--- src/rtl/display_pkg.sv ---
// Shared timing descriptions and helpers for the display timing generator.
package display_pkg;

  typedef struct packed {
    int res;
    int fp;
    int sync;
    int bp;
  } axis_timing_t;

  typedef struct packed {
    axis_timing_t h;
    axis_timing_t v;
  } timing_t;

  localparam timing_t TIMING_640X480 = '{
    h: '{res: 640, fp: 16, sync: 96, bp: 48},
    v: '{res: 480, fp: 10, sync: 2, bp: 33}
  };

  localparam timing_t TIMING_1280X720 = '{
    h: '{res: 1280, fp: 110, sync: 40, bp: 220},
    v: '{res: 720, fp: 5, sync: 5, bp: 20}
  };

  localparam logic POL_NEG = 1'b0;
  localparam logic POL_POS = 1'b1;

  function automatic int blank_len(input int fp, input int sync, input int bp);
    return fp + sync + bp;
  endfunction

  function automatic int coord_max(input int cordw);
    return (1 << (cordw - 1)) - 1;
  endfunction

endpackage

--- src/rtl/timing_axis.sv ---
// One timing axis: signed position counter running -(blanking)..RES-1 with wrap,
// plus sync-window, active-window and start-of-axis decodes of the current count.
module timing_axis
  import display_pkg::*;
#(
  parameter int CORDW = 16,
  parameter int RES   = 640,
  parameter int FP    = 16,
  parameter int SYNC  = 96,
  parameter int BP    = 48
) (
  input  logic                    clk_pix,
  input  logic                    rst_pix_n,
  input  logic                    advance_i,
  output logic signed [CORDW-1:0] pos_o,
  output logic                    wrap_o,
  output logic                    sync_o,
  output logic                    active_o,
  output logic                    start_o
);

  localparam int STA_I = -blank_len(FP, SYNC, BP);
  localparam logic signed [CORDW-1:0] STA      = CORDW'(STA_I);
  localparam logic signed [CORDW-1:0] POS_END  = CORDW'(RES - 1);
  localparam logic signed [CORDW-1:0] SYNC_BEG = CORDW'(STA_I + FP);
  localparam logic signed [CORDW-1:0] SYNC_END = CORDW'(STA_I + FP + SYNC - 1);
  localparam logic signed [CORDW-1:0] ONE      = CORDW'(1);
  localparam logic signed [CORDW-1:0] ZERO     = '0;

  // Both ends of the counter range must be representable as signed coordinates.
  if (RES > coord_max(CORDW) || blank_len(FP, SYNC, BP) > coord_max(CORDW)) begin : g_range_check
    $error("timing_axis: timing does not fit in CORDW-bit signed coordinates");
  end

  logic signed [CORDW-1:0] cnt_q, cnt_d;
  logic                    at_end;

  assign at_end = (cnt_q == POS_END);

  always_comb begin
    cnt_d = cnt_q;
    if (advance_i) begin
      cnt_d = at_end ? STA : cnt_q + ONE;
    end
  end

  always_ff @(posedge clk_pix or negedge rst_pix_n) begin
    if (!rst_pix_n) begin
      cnt_q <= STA;
    end else begin
      cnt_q <= cnt_d;
    end
  end

  assign pos_o    = cnt_q;
  assign wrap_o   = advance_i && at_end;
  assign sync_o   = (cnt_q >= SYNC_BEG) && (cnt_q <= SYNC_END);
  assign active_o = (cnt_q >= ZERO);
  assign start_o  = (cnt_q == STA);

endmodule

--- src/rtl/display_timings.sv ---
// Display timing generator: nested horizontal/vertical axes, every output registered
// from the current (x,y) so sync, de, pulses and coordinates stay cycle-aligned.
module display_timings
  import display_pkg::*;
#(
  parameter int   CORDW  = 16,
  parameter int   H_RES  = TIMING_640X480.h.res,
  parameter int   H_FP   = TIMING_640X480.h.fp,
  parameter int   H_SYNC = TIMING_640X480.h.sync,
  parameter int   H_BP   = TIMING_640X480.h.bp,
  parameter int   V_RES  = TIMING_640X480.v.res,
  parameter int   V_FP   = TIMING_640X480.v.fp,
  parameter int   V_SYNC = TIMING_640X480.v.sync,
  parameter int   V_BP   = TIMING_640X480.v.bp,
  parameter logic H_POL  = POL_NEG,
  parameter logic V_POL  = POL_NEG
) (
  input  logic                    clk_pix,
  input  logic                    rst_pix_n,
  output logic                    hsync,
  output logic                    vsync,
  output logic                    de,
  output logic                    frame,
  output logic                    line,
  output logic signed [CORDW-1:0] sx,
  output logic signed [CORDW-1:0] sy,
  output logic [1:0]              ctrl_ch0
);

  localparam logic signed [CORDW-1:0] H_STA = CORDW'(-blank_len(H_FP, H_SYNC, H_BP));
  localparam logic signed [CORDW-1:0] V_STA = CORDW'(-blank_len(V_FP, V_SYNC, V_BP));

  logic signed [CORDW-1:0] h_pos, v_pos;
  logic h_wrap, h_sync, h_act, h_start;
  logic v_wrap_unused, v_sync, v_act, v_start;

  timing_axis #(
    .CORDW(CORDW), .RES(H_RES), .FP(H_FP), .SYNC(H_SYNC), .BP(H_BP)
  ) u_h_axis (
    .clk_pix  (clk_pix),
    .rst_pix_n(rst_pix_n),
    .advance_i(1'b1),
    .pos_o    (h_pos),
    .wrap_o   (h_wrap),
    .sync_o   (h_sync),
    .active_o (h_act),
    .start_o  (h_start)
  );

  // The vertical axis steps once per line, on the horizontal wrap.
  timing_axis #(
    .CORDW(CORDW), .RES(V_RES), .FP(V_FP), .SYNC(V_SYNC), .BP(V_BP)
  ) u_v_axis (
    .clk_pix  (clk_pix),
    .rst_pix_n(rst_pix_n),
    .advance_i(h_wrap),
    .pos_o    (v_pos),
    .wrap_o   (v_wrap_unused),
    .sync_o   (v_sync),
    .active_o (v_act),
    .start_o  (v_start)
  );

  logic signed [CORDW-1:0] sx_q, sy_q;
  logic hsync_q, vsync_q, de_q, frame_q, line_q;

  always_ff @(posedge clk_pix or negedge rst_pix_n) begin
    if (!rst_pix_n) begin
      sx_q    <= H_STA;
      sy_q    <= V_STA;
      hsync_q <= ~H_POL;
      vsync_q <= ~V_POL;
      de_q    <= 1'b0;
      frame_q <= 1'b0;
      line_q  <= 1'b0;
    end else begin
      sx_q    <= h_pos;
      sy_q    <= v_pos;
      hsync_q <= h_sync ? H_POL : ~H_POL;
      vsync_q <= v_sync ? V_POL : ~V_POL;
      de_q    <= h_act && v_act;
      frame_q <= h_start && v_start;
      line_q  <= h_start;
    end
  end

  assign sx       = sx_q;
  assign sy       = sy_q;
  assign hsync    = hsync_q;
  assign vsync    = vsync_q;
  assign de       = de_q;
  assign frame    = frame_q;
  assign line     = line_q;
  assign ctrl_ch0 = {vsync_q, hsync_q};

endmodule

--- config.mk ---
export PLATFORM = sky130hd
export DESIGN_NAME = display_timings
export DESIGN_NICKNAME = d
export VERILOG_FILES = /design/src/rtl/display_pkg.sv /design/src/rtl/timing_axis.sv /design/src/rtl/display_timings.sv
export SDC_FILE = /design/constraint.sdc
export NUM_CORES = 1
export LEC_CHECK = 0
export ABC_CLOCK_PERIOD_IN_PS = 2550
export CAP_MARGIN = 0
export CELL_PAD_IN_SITES_DETAIL_PLACEMENT = 0
export CELL_PAD_IN_SITES_GLOBAL_PLACEMENT = 1
export CORE_UTILIZATION = 43
export DETAILED_ROUTE_END_ITERATION = 8
export PLACE_DENSITY_LB_ADDON = 0.1
export RECOVER_POWER = 50
export SLEW_MARGIN = 10
export SYNTH_ARGS = -nofsm -noshare
export SYNTH_HDL_FRONTEND = slang
export SYNTH_HIERARCHICAL = 1
export SYNTH_SLANG_ARGS = --single-unit
--- constraint.sdc ---
create_clock -name clk_pix -period 2.55 [get_ports clk_pix]
set_input_delay 0.51 -clock clk_pix [delete_from_list [all_inputs] [get_ports clk_pix]]
set_output_delay 0.51 -clock clk_pix [all_outputs]
set_load 0.01 [all_outputs]
# Word level (Yosys, flattened, before mapping)
# Cells that the tools add are included.
[op_classes] add_sub_neg=2 order_cmp=6 eq_ne=4 n_mux=4 n_reduce_logical=4
[op_table] operator="adder 16 x 2 -> 16 bit (second input constant)" count=2
[op_table] operator=">= comparator 16 x 1 -> 1 bit (second input constant)" count=2
[op_table] operator="less-or-equal comparator 16 x 7 -> 1 bit (second input constant)" count=2
[op_table] operator="two-way mux 16 bit" count=2
[op_table] operator="== test 16 x 10 -> 1 bit (second input constant)" count=1
[op_table] operator="== test 16 x 11 -> 1 bit (second input constant)" count=1
[op_table] operator="== test 16 x 7 -> 1 bit (second input constant)" count=1
[op_table] operator="== test 16 x 9 -> 1 bit (second input constant)" count=1
[op_table] operator=">= comparator 16 x 7 -> 1 bit (second input constant)" count=1
[op_table] operator=">= comparator 16 x 9 -> 1 bit (second input constant)" count=1
[op_table] operator="logical AND 1 bit" count=4
[op_table] operator="two-way mux 1 bit" count=2
[totals] ff_bits=69 in_bits=2

# Longest topological paths before layout
# Gate-level depths: netlist of the first run.
[logic_depth] depth_word=3 ltp_mapped=12 depth_no_buf=9

# Modules after synthesis
# Netlist of the first run, hierarchy kept.
[modules_own_cells] mod="display_timings" n_inst=1 cells_per_inst=44 area_per_inst_um2=996.0 seq_area_each_um2=957.2
[modules_own_cells] mod="timing_axis at u_v_axis" n_inst=1 cells_per_inst=87 area_per_inst_um2=944.7 seq_area_each_um2=416.6
[modules_own_cells] mod="timing_axis at u_h_axis" n_inst=1 cells_per_inst=96 area_per_inst_um2=937.1 seq_area_each_um2=412.9

# Least setup slack after synthesis of the first run
# OpenSTA, ideal clock, no wires.
[synth_path] path_kind="register to register" start="register u_h_axis.cnt_q[0] (netlist: u_h_axis/pos_o[0])" end="register u_v_axis.cnt_q[14] (netlist: u_v_axis/pos_o[14])" setup_ns=0.077 arrival_time_ns=2.136 required_ns=2.473 slack_ns=0.337 path_stages_with_launch=12 path_buffers=2 period_less_slack_ns=2.213 cell_sequence="dfrtp_1 ha_1 nand4_2 nor2_2 nand2_2 inv_2 buf_4 and4_4 and4b_4 buf_6 a211oi_1 a31oi_1"
[synth_between] elab_chain_len=1
[synth_rtl] element="start, declared" line_no="timing_axis.sv:35" rtl="logic signed [CORDW-1:0] cnt_q, cnt_d;"
[synth_rtl] element="start signal, assigned" line_no="timing_axis.sv:51" rtl="cnt_q <= cnt_d;"
[synth_rtl] element="== test 16 x 11 -> 1 bit" line_no="timing_axis.sv:38" rtl="assign at_end = (cnt_q == POS_END);"
[synth_rtl] element="via h_wrap" line_no="display_timings.sv:34" rtl="logic h_wrap, h_sync, h_act, h_start;"
[synth_rtl] element="end signal, assigned" line_no="timing_axis.sv:51"
[synth_rtl] element="end, declared" line_no="timing_axis.sv:35"
# The timed path passes the listed nets, and every way through them passes these cells.
# A chain may end at the register's enable or synchronous reset.

# Worst setup path in the final report of the first run
[layout_path] start="register u_h_axis.cnt_q[11] (netlist: u_h_axis/pos_o[11])" end="register u_v_axis.cnt_q[10] (netlist: u_v_axis/pos_o[10])"
# Same word-level chain as after synthesis.

==> qor.txt, run 1 <==
leading cell type in the layout, fill and taps excluded -> clkdlybuf4s50_1
max_cap viols -> 0
worst hold path type -> reg2reg
maximum root-to-sink buffer count -> 2
Ant. Diodes -> 0
Yosys cell types -> 45
crit share post-route -> 0.887
largest net degree at the start of global routing -> 46
Multi-input gate area -> 1000 um^2
# clock sinks -> 69
initial DRC count -> 120
routed len/inst -> 14.3 um
hold buffers post-CTS -> 0
met3 GRT Util -> 0.0623
layer with the highest usage -> met1
WL final -> 5190 um
CP peak stage delay -> 410 ps
PostCTS Resize Cnt -> 0
FF+latch area -> 1790 um^2
HPWL Detailed -> 3400 um
GRT met1 Usage -> 0.256
Worst-Margin Slew -> 1270 ps
core area -> 6420 um^2
post-layout min period -> 2260 ps
Clock Tree Root -> clkbuf_8
Tot GR Track Use -> 0.168
Top Ports -> 41
PortBufs -> 40
Worst Path Buf+Inv -> 1
outcome -> finished with violations
post-route insts no fill -> 363
Worst EP arrival -> 2530 ps
maximum vdd drop -> 0.000409 V
DR vias -> 1811
Startpoint Class -> register
WS Path Type -> reg2reg
fraction of registers with async set/reset -> 1.00
Routed Antenna Nets -> 0
synthesized flop and latch total -> 69
Avg Inst Size Synth -> 12.7 um^2
Setup-failing EPs final -> 0
f_max -> 442 MHz
yosys warns -> 6
overall die width -> 83.8 um
setup TNS after final layout -> 0 ps
Die Span Y -> 83.8 um
Seq/Total Area, Yosys -> 0.621
Pwr Density -> 678 nW/um^2
DR DRC count -> 8
commonest cells after routing, fill and taps aside -> clkdlybuf4s50_1, dfstp_2, dfstp_1, dfrtp_1, nor2_1
Via-to-Cell Ratio -> 4.99
GRT overflow -> 0
delay-heaviest family, CP -> simple AND/OR/NAND/NOR gates
fraction of layout cells with a size suffix above 1 -> 0.213
Worst Skew -> 6.43 ps
Area Growth Syn to Fin -> 24.3%
initial antenna violation count -> 0
Post-Syn Area -> 2880 um^2
Top FF cell, synth -> dfstp_2
H-tree Lvls -> 3
Setup Fix Bufs, Post-CTS -> 0
RSZ-0062 raised after global routing -> no
Fill cells -> 548
Slowest cell on crit path -> dfstp_2
Rows -> 29
number of synthesized flops with an enable pin -> 0
P_leak -> 1.48 nW
routability congestion estimate -> 0.767
Max Slew Vio Count -> 0
Critical Path Sink Type -> register
crit path cell chain -> nor4_1, and4_1, nand2_2, inv_2, and4_4, and3_1, a311oi_1, a41oi_1
vias in the first global route -> 1774
TritonCTS Buffers -> 9
Post-Syn Instances -> 227
router iterations before antenna repair -> 6
number of nets in the layout -> 290
CTS tree -> done
Final Hold Fails -> 0
die area -> 7020 um^2
Inst Count DP -> 347
first-pass GRT wire length -> 9010 um
maximum fanout along the worst path -> 8
slew margin rel. -> 0.155
Clk Latency, worst-skew pair -> 340 ps
Util after Layout -> 0.557
Initial Util -> 0.448
M2 GR Usage -> 0.215
failing checks -> DRC
Worst-path clk slew -> 70 ps
worst path required time -> 2820 ps
==> path summary, 6_finish.rpt <==
| path | start | endpoint | slack, ps | depth (start not counted) |
|---|---|---|---|---|
| min in group asynchronous | rst_pix_n | sx[4] | 430 | 1 |
| worst min register to register | u_h_axis/pos_o[11] | sx[11] | 420 | 0 |
| worst max register to register | u_h_axis/pos_o[11] | u_v_axis/pos_o[10] | 290 | 8 |
| worst max-delay path | u_h_axis/pos_o[11] | u_v_axis/pos_o[10] | 290 | 8 |
| worst min-delay path | u_h_axis/pos_o[11] | sx[11] | 420 | 0 |
| max in group asynchronous | rst_pix_n | u_v_axis/pos_o[2] | 470 | 2 |
==> routing by layer <==
metal / wire (um) / vias to the layer above
met5: 0 / -
met4: 73 / 0
met3: 300 / 6
met2: 2110 / 48
met1: 2710 / 861
li1: - / 896
==> synthesized netlist by cell type (all sizes together) (4+ instances only) <==
cell type  number  area share
nand2          12       0.017
nand4           8       0.024
dfrtp          21        0.18
ha              7       0.030
dfstp          48        0.44
xnor2          11       0.033
a41oi           4       0.012
buf             9       0.022
a21oi           7       0.012
and3           10       0.022
nand3           9       0.020
inv            13       0.017
a211oi          4       0.010
nor2           16       0.022
xor2            6       0.018
nor3            5       0.010
nand2b          4      0.0087
nor4            7       0.030
==> registers in the layout, indices dropped and copies added, names as in the netlist <==
name and cells:
hsync 1, u_h_axis/pos_o 16, vsync 1, sx 16, u_v_axis/pos_o 16, de 1, line 1, sy 16
frame 1
==> cells by family (layout without fill, tap and decap cells) <==
kind of cell / after synthesis / count (layout) / share of synthesized area
simple gates: 81 / 81 / 0.183
flops: 69 / 69 / 0.621
compound gates: 28 / 28 / 0.0670
buf+inv: 22 / 74 / 0.0391
xor+xnor: 17 / 17 / 0.0517
fa+ha+maj: 7 / 7 / 0.0304
mux: 2 / 2 / 0.00696
other cells: 1 / 8 / 0.00130
==> per-stage QoR <==
step / worst slack, ps / power [mW] / hold WS, ps / cell area (um^2)
after CTS: 286 / 2.46 / 175 / 3600
final: 288 / 2.43 / 418 / 3580
after detailed placement: 310 / 1.51 / 386 / 3380
after global placement: 417 / 1.52 / 388 / 3380
after floorplan: 337 / 1.38 / 214 / 2900
after global routing: 62.4 / 2.55 / 425 / 3580
==> final cells by class <==
class,count,area share
Sequential cell,69,0.500
Multi-Input combinational cell,143,0.281
Timing Repair Buffer,45,0.119
Clock buffer,9,0.0346
Tap cell,77,0.0269
Clock inverter,7,0.0252
Inverter,13,0.0136
==> where the power goes <==
part,switching [mW],internal [mW]
Combinational,0.107,0.109
Clock,0.394,0.544
Sequential,0.0920,1.18
Total,0.593,1.83
Power figures use the tool's default switching activity.
==> run 2: changes to the inputs <==
--- a/config.mk
+++ b/config.mk
@@ -11,6 +11,7 @@
 export CELL_PAD_IN_SITES_GLOBAL_PLACEMENT = 1
 export CORE_UTILIZATION = 43
 export DETAILED_ROUTE_END_ITERATION = 8
+export MAX_ROUTING_LAYER = met4
 export PLACE_DENSITY_LB_ADDON = 0.1
 export RECOVER_POWER = 50
 export SLEW_MARGIN = 10
==> qor.txt, run 2 (synthesized netlist as in run 1, its figures left out) <==
Worst-path clk slew -> 70 ps (about the same)
hold buffers post-CTS -> 0 (unchanged)
routed len/inst -> 14.2 um (-0.33%)
DR vias -> 1810 (-0.055%)
fraction of layout cells with a size suffix above 1 -> 0.213 (unchanged)
Routed Antenna Nets -> 0 (unchanged)
top sig layer -> met4
f_max -> 441 MHz (-0.14%)
Worst R2R End -> u_v_axis/pos_o[10]
met2 routed WL -> 2100 um (-0.33%)
initial antenna violation count -> 0 (unchanged)
initial DRC count -> 120 (unchanged)
Tot GR Track Use -> 0.173 (+0.00469)
FF-to-FF path depth -> 8 (unchanged)
die area -> 7020 um^2 (unchanged)
Reg2Reg Launch Point -> u_h_axis/pos_o[11]
Rows -> 29 (unchanged)
CTS tree -> done
Initial Util -> 0.448 (unchanged)
core area -> 6420 um^2 (unchanged)
max_cap viols -> 0 (unchanged)
Die Span Y -> 83.8 um (unchanged)
RSZ-0062 raised after global routing -> no
maximum root-to-sink buffer count -> 2 (unchanged)
Inst Count DP -> 347 (unchanged)
Pwr Density -> 678 nW/um^2 (about the same)
Via-to-Cell Ratio -> 4.99 (about the same)
Critical Path Sink Type -> register
maximum vdd drop -> 0.000409 V (about the same)
Ant. Diodes -> 0 (unchanged)
Worst Skew -> 6.43 ps (+0.000770 ps)
Setup-failing EPs final -> 0 (unchanged)
failing checks -> DRC
Top Ports -> 41 (unchanged)
GRT overflow -> 0 (unchanged)
Clk Latency, worst-skew pair -> 340 ps (about the same)
maximum fanout along the worst path -> 8 (unchanged)
post-route insts no fill -> 363 (unchanged)
setup TNS after final layout -> 0 ps (unchanged)
slew margin rel. -> 0.156 (+0.000459)
Startpoint Class -> register
Worst EP arrival -> 2530 ps (about the same)
PortBufs -> 40 (unchanged)
leading cell type in the layout, fill and taps excluded -> clkdlybuf4s50_1
overall die width -> 83.8 um (unchanged)
WS Path Type -> reg2reg
outcome -> finished with violations
reg2reg setup slack -> 280 ps (about the same)
Worst Hold End -> sx[11]
router iterations before antenna repair -> 6 (unchanged)
largest net degree at the start of global routing -> 46 (unchanged)
Final Hold Fails -> 0 (unchanged)
DR DRC count -> 8 (unchanged)
Setup Fix Bufs, Post-CTS -> 0 (unchanged)
crit share post-route -> 0.888 (+0.00122)
WL final -> 5170 um (-0.33%)
Clock Tree Root -> clkbuf_8
first-pass GRT wire length -> 9000 um (-0.16%)
met3 routed WL -> 286 um (-4.7%)
number of nets in the layout -> 290 (unchanged)
post-layout min period -> 2270 ps (+3.11 ps)
worst hold path type -> reg2reg
HPWL Detailed -> 3400 um (unchanged)
commonest cells after routing, fill and taps aside -> clkdlybuf4s50_1, dfstp_2, dfstp_1, dfrtp_1, nor2_1
# clock sinks -> 69 (unchanged)
P_leak -> 1.48 nW (unchanged)
worst path required time -> 2820 ps (about the same)
PostCTS Resize Cnt -> 0 (unchanged)
H-tree Lvls -> 3 (unchanged)
hold path cells -> 0 (unchanged)
Area Growth Syn to Fin -> 24.3% (unchanged)
Max Slew Vio Count -> 0 (unchanged)
hold path start -> u_h_axis/pos_o[11]
TritonCTS Buffers -> 9 (unchanged)
Worst-Margin Slew -> 1270 ps (-0.688 ps)
routability congestion estimate -> 0.777 (+1.3%)
WHS -> 418 ps (-0.0650 ps)
M1 WL -> 2710 um (+0.18%)
vias in the first global route -> 1776 (+0.11%)
[run 2: cell counts in the layout (fill, tap and decap cells not counted)]
Identical to the previous run, type by type.
[run 2: layer usage]
| layer | GRT usage | up-vias |
|---|---|---|
| li1 | - | 896 |
| met1 | 0.255 | 864 |
| met2 | 0.215 | 44 |
| met3 | 0.0623 | 6 |
| met4 | 0.0611 | 0 |
| met5 | - | - |
[run 2: how the worst max path moves through the flow]
stage                             startpoint            endpoint  slack, ps  depth (start not counted)
after floorplan            u_h_axis/pos_o[0]  u_v_axis/pos_o[14]        340                         11
after global placement    u_h_axis/pos_o[11]  u_v_axis/pos_o[10]        420                          8
after detailed placement  u_h_axis/pos_o[11]  u_v_axis/pos_o[10]        310                          8
after CTS                 u_h_axis/pos_o[11]  u_v_axis/pos_o[10]        290                          8
after global routing      u_h_axis/pos_o[10]  u_v_axis/pos_o[10]         60                          8
final                     u_h_axis/pos_o[11]  u_v_axis/pos_o[10]        280                          8
[run 2: cell type report]
type                       instances  area (um^2)
inverter                          13         48.8
sequential                        69         1790
tap                               77         96.3
clock inverter                     7         90.1
clock buffer                       9          124
timing repair buffer              45          425
fill                             548         2850
multi-input combinational        143         1000
[run 2: through the flow]
| stage | power (mW) | worst slack [ps] | utilization | instance area (um^2) |
|---|---|---|---|---|
| 6_report | 2.43 | 285 | 0.557 | 3580 |
| 5_1_grt | 2.55 | 62.4 | 0.557 | 3580 |
| 4_1_cts | 2.46 | 286 | 0.560 | 3600 |
| 3_5_place_dp | 1.51 | 310 | 0.527 | 3380 |
| 3_3_place_gp | 1.52 | 417 | 0.527 | 3380 |
| 2_1_floorplan | 1.38 | 337 | - | 2900 |
[run 2: where the power goes]
group,switching (mW),internal (mW)
logic,0.107,0.109
registers,0.0915,1.18
clock network,0.394,0.544
total,0.593,1.83
[run 2: worst max-delay path, cell delays in order (launching register included)]
cell and delay (ps):
dfstp_2 410, nor4_1 250, and4_1 370, nand2_2 160
inv_2 100, and4_4 250, and3_1 320, a311oi_1 140
a41oi_1 180
==> run 3: changes to the inputs <==
--- a/config.mk
+++ b/config.mk
@@ -11,8 +11,9 @@
 export CELL_PAD_IN_SITES_GLOBAL_PLACEMENT = 1
 export CORE_UTILIZATION = 43
 export DETAILED_ROUTE_END_ITERATION = 8
+export GPL_ROUTABILITY_DRIVEN = 0
 export MAX_ROUTING_LAYER = met4
-export PLACE_DENSITY_LB_ADDON = 0.1
+export PLACE_DENSITY = 0.81
 export RECOVER_POWER = 50
 export SLEW_MARGIN = 10
 export SYNTH_ARGS = -nofsm -noshare
==> qor.txt, run 3 (synthesized netlist as in run 1, its figures left out) <==
Top Ports -> 41 (unchanged)
post-layout min period -> 2290 ps (+25.4 ps)
setup TNS after final layout -> 0 ps (unchanged)
Clk Latency, worst-skew pair -> 340 ps (about the same)
Rows -> 29 (unchanged)
Setup-failing EPs final -> 0 (unchanged)
f_max -> 437 MHz (-1.1%)
largest net degree at the start of global routing -> 32 (-30%)
Pwr Total -> 2.34 mW (-3.4%)
Clock Tree Root -> clkbuf_8
Worst Skew -> 7.70 ps (+1.27 ps)
Die Span Y -> 83.8 um (unchanged)
Pwr Density -> 656 nW/um^2 (-3.3%)
DR vias -> 1887 (+4.3%)
GRT overflow -> 0 (unchanged)
initial DRC count -> 135 (+13%)
Worst Path Buf+Inv -> 1 (unchanged)
first-pass GRT wire length -> 8770 um (-2.5%)
CP peak stage delay -> 410 ps (about the same)
maximum vdd drop -> 0.000336 V (-18%)
Area Growth Syn to Fin -> 24.2% (about the same)
maximum fanout along the worst path -> 7 (-1)
PostCTS Resize Cnt -> 0 (unchanged)
overall die width -> 83.8 um (unchanged)
core area -> 6420 um^2 (unchanged)
vias in the first global route -> 1753 (-1.3%)
outcome -> finished with violations
TritonCTS Buffers -> 9 (unchanged)
router iterations before antenna repair -> 7 (+1)
# clock sinks -> 69 (unchanged)
max_cap viols -> 0 (unchanged)
reg2reg setup slack -> 260 ps (-30 ps)
Inst Count DP -> 349 (+0.58%)
Startpoint Class -> register
die area -> 7020 um^2 (unchanged)
delay-heaviest family, CP -> simple AND/OR/NAND/NOR gates
FF+latch area -> 1790 um^2 (unchanged)
routed len/inst -> 14.3 um (+0.55%)
Routed Antenna Nets -> 0 (unchanged)
Worst-path clk slew -> 70 ps (about the same)
Multi-input gate area -> 1000 um^2 (unchanged)
FF-to-FF path depth -> 8 (unchanged)
Slowest cell on crit path -> dfstp_1
post-route insts no fill -> 365 (+0.55%)
Max Slew Vio Count -> 0 (unchanged)
crit path cell chain -> nor4_1, and4_1, nand2_2, inv_2, and4_4, and3_1, a311oi_1, a41oi_1
Fill cells -> 551 (+0.55%)
initial antenna violation count -> 0 (unchanged)
Reg2Reg Launch Point -> u_h_axis/pos_o[10]
Critical Path Sink Type -> register
H-tree Lvls -> 3 (unchanged)
slew margin rel. -> 0.192 (+0.0360)
Worst R2R End -> u_v_axis/pos_o[10]
commonest cells after routing, fill and taps aside -> clkdlybuf4s50_1, dfstp_2, dfstp_1, dfrtp_1, nor2_1
worst hold path type -> in2async
worst path required time -> 2810 ps (about the same)
number of nets in the layout -> 292 (+0.69%)
Final Hold Fails -> 0 (unchanged)
crit share post-route -> 0.898 (+0.00995)
leading cell type in the layout, fill and taps excluded -> clkdlybuf4s50_1
Worst EP arrival -> 2550 ps (+20 ps)
failing checks -> DRC
DR DRC count -> 10 (+2)
Initial Util -> 0.448 (unchanged)
Tot GR Track Use -> 0.170 (-0.00221)
WS Path Type -> reg2reg
WL final -> 5230 um (+1.1%)
Util after Layout -> 0.556 (about the same)
P_leak -> 1.49 nW (+0.47%)
maximum root-to-sink buffer count -> 2 (unchanged)
Via-to-Cell Ratio -> 5.17 (+3.7%)
Setup Fix Bufs, Post-CTS -> 0 (unchanged)
HPWL Detailed -> 3580 um (+5.2%)
Worst-Margin Slew -> 1210 ps (-54.0 ps)
hold buffers post-CTS -> 0 (unchanged)
fraction of layout cells with a size suffix above 1 -> 0.205 (-0.00843)
RSZ-0062 raised after global routing -> no
CTS tree -> done
Ant. Diodes -> 0 (unchanged)
PortBufs -> 40 (unchanged)
-- run 3: cell count changes in the layout (fill, tap and decap cells not counted), sizes merged --
cell	previous run	this run
buf	3	4
clkinv	3	2
dlymetal6s4s	0	1
clkbuf	12	15
clkinvlp	2	1
bufinv	2	1
-- run 3: metal layers --
metal | vias to the layer above | GRT usage | wire length [um]
met3 | 6 | 0.0445 | 238
li1 | 900 | - | -
met2 | 49 | 0.228 | 2350
met5 | - | - | 0
met1 | 932 | 0.239 | 2590
met4 | 0 | 0.0846 | 56
-- run 3: power breakdown --
group,leakage (nW),switching [mW],internal [mW]
sequential,0.770,0.0909,1.18
clock,0.0964,0.383,0.475
combinational,0.621,0.105,0.110
total,1.49,0.579,1.77
-- run 3: how the worst max path moves through the flow --
stage                       start            endpoint  slack (ps)  cells after the start
2_1_floorplan   u_h_axis/pos_o[0]  u_v_axis/pos_o[14]         340                     11
3_3_place_gp   u_h_axis/pos_o[11]  u_v_axis/pos_o[11]         450                      8
3_5_place_dp   u_h_axis/pos_o[11]  u_v_axis/pos_o[10]         330                      8
4_1_cts        u_h_axis/pos_o[11]  u_v_axis/pos_o[10]         280                      8
5_1_grt                 rst_pix_n   u_h_axis/pos_o[7]          60                      2
6_report       u_h_axis/pos_o[10]  u_v_axis/pos_o[10]         260                      8
-- run 3: through the flow --
| step | setup slack [ps] | area [um^2] | hold slack, ps |
|---|---|---|---|
| detailed placement | 325 | 3400 | 388 |
| global placement | 446 | 3400 | 385 |
| CTS | 281 | 3590 | 117 |
| finish | 260 | 3570 | 321 |
| floorplan | 337 | 2900 | 214 |
| global route | 56.1 | 3570 | 392 |
-- run 3: final cells by class --
cell class	instances	area share
Sequential cell	69	0.500
Tap cell	77	0.0270
Clock inverter	4	0.0133
Timing Repair Buffer	47	0.124
Inverter	13	0.0137
Clock buffer	12	0.0406
Multi-Input combinational cell	143	0.281
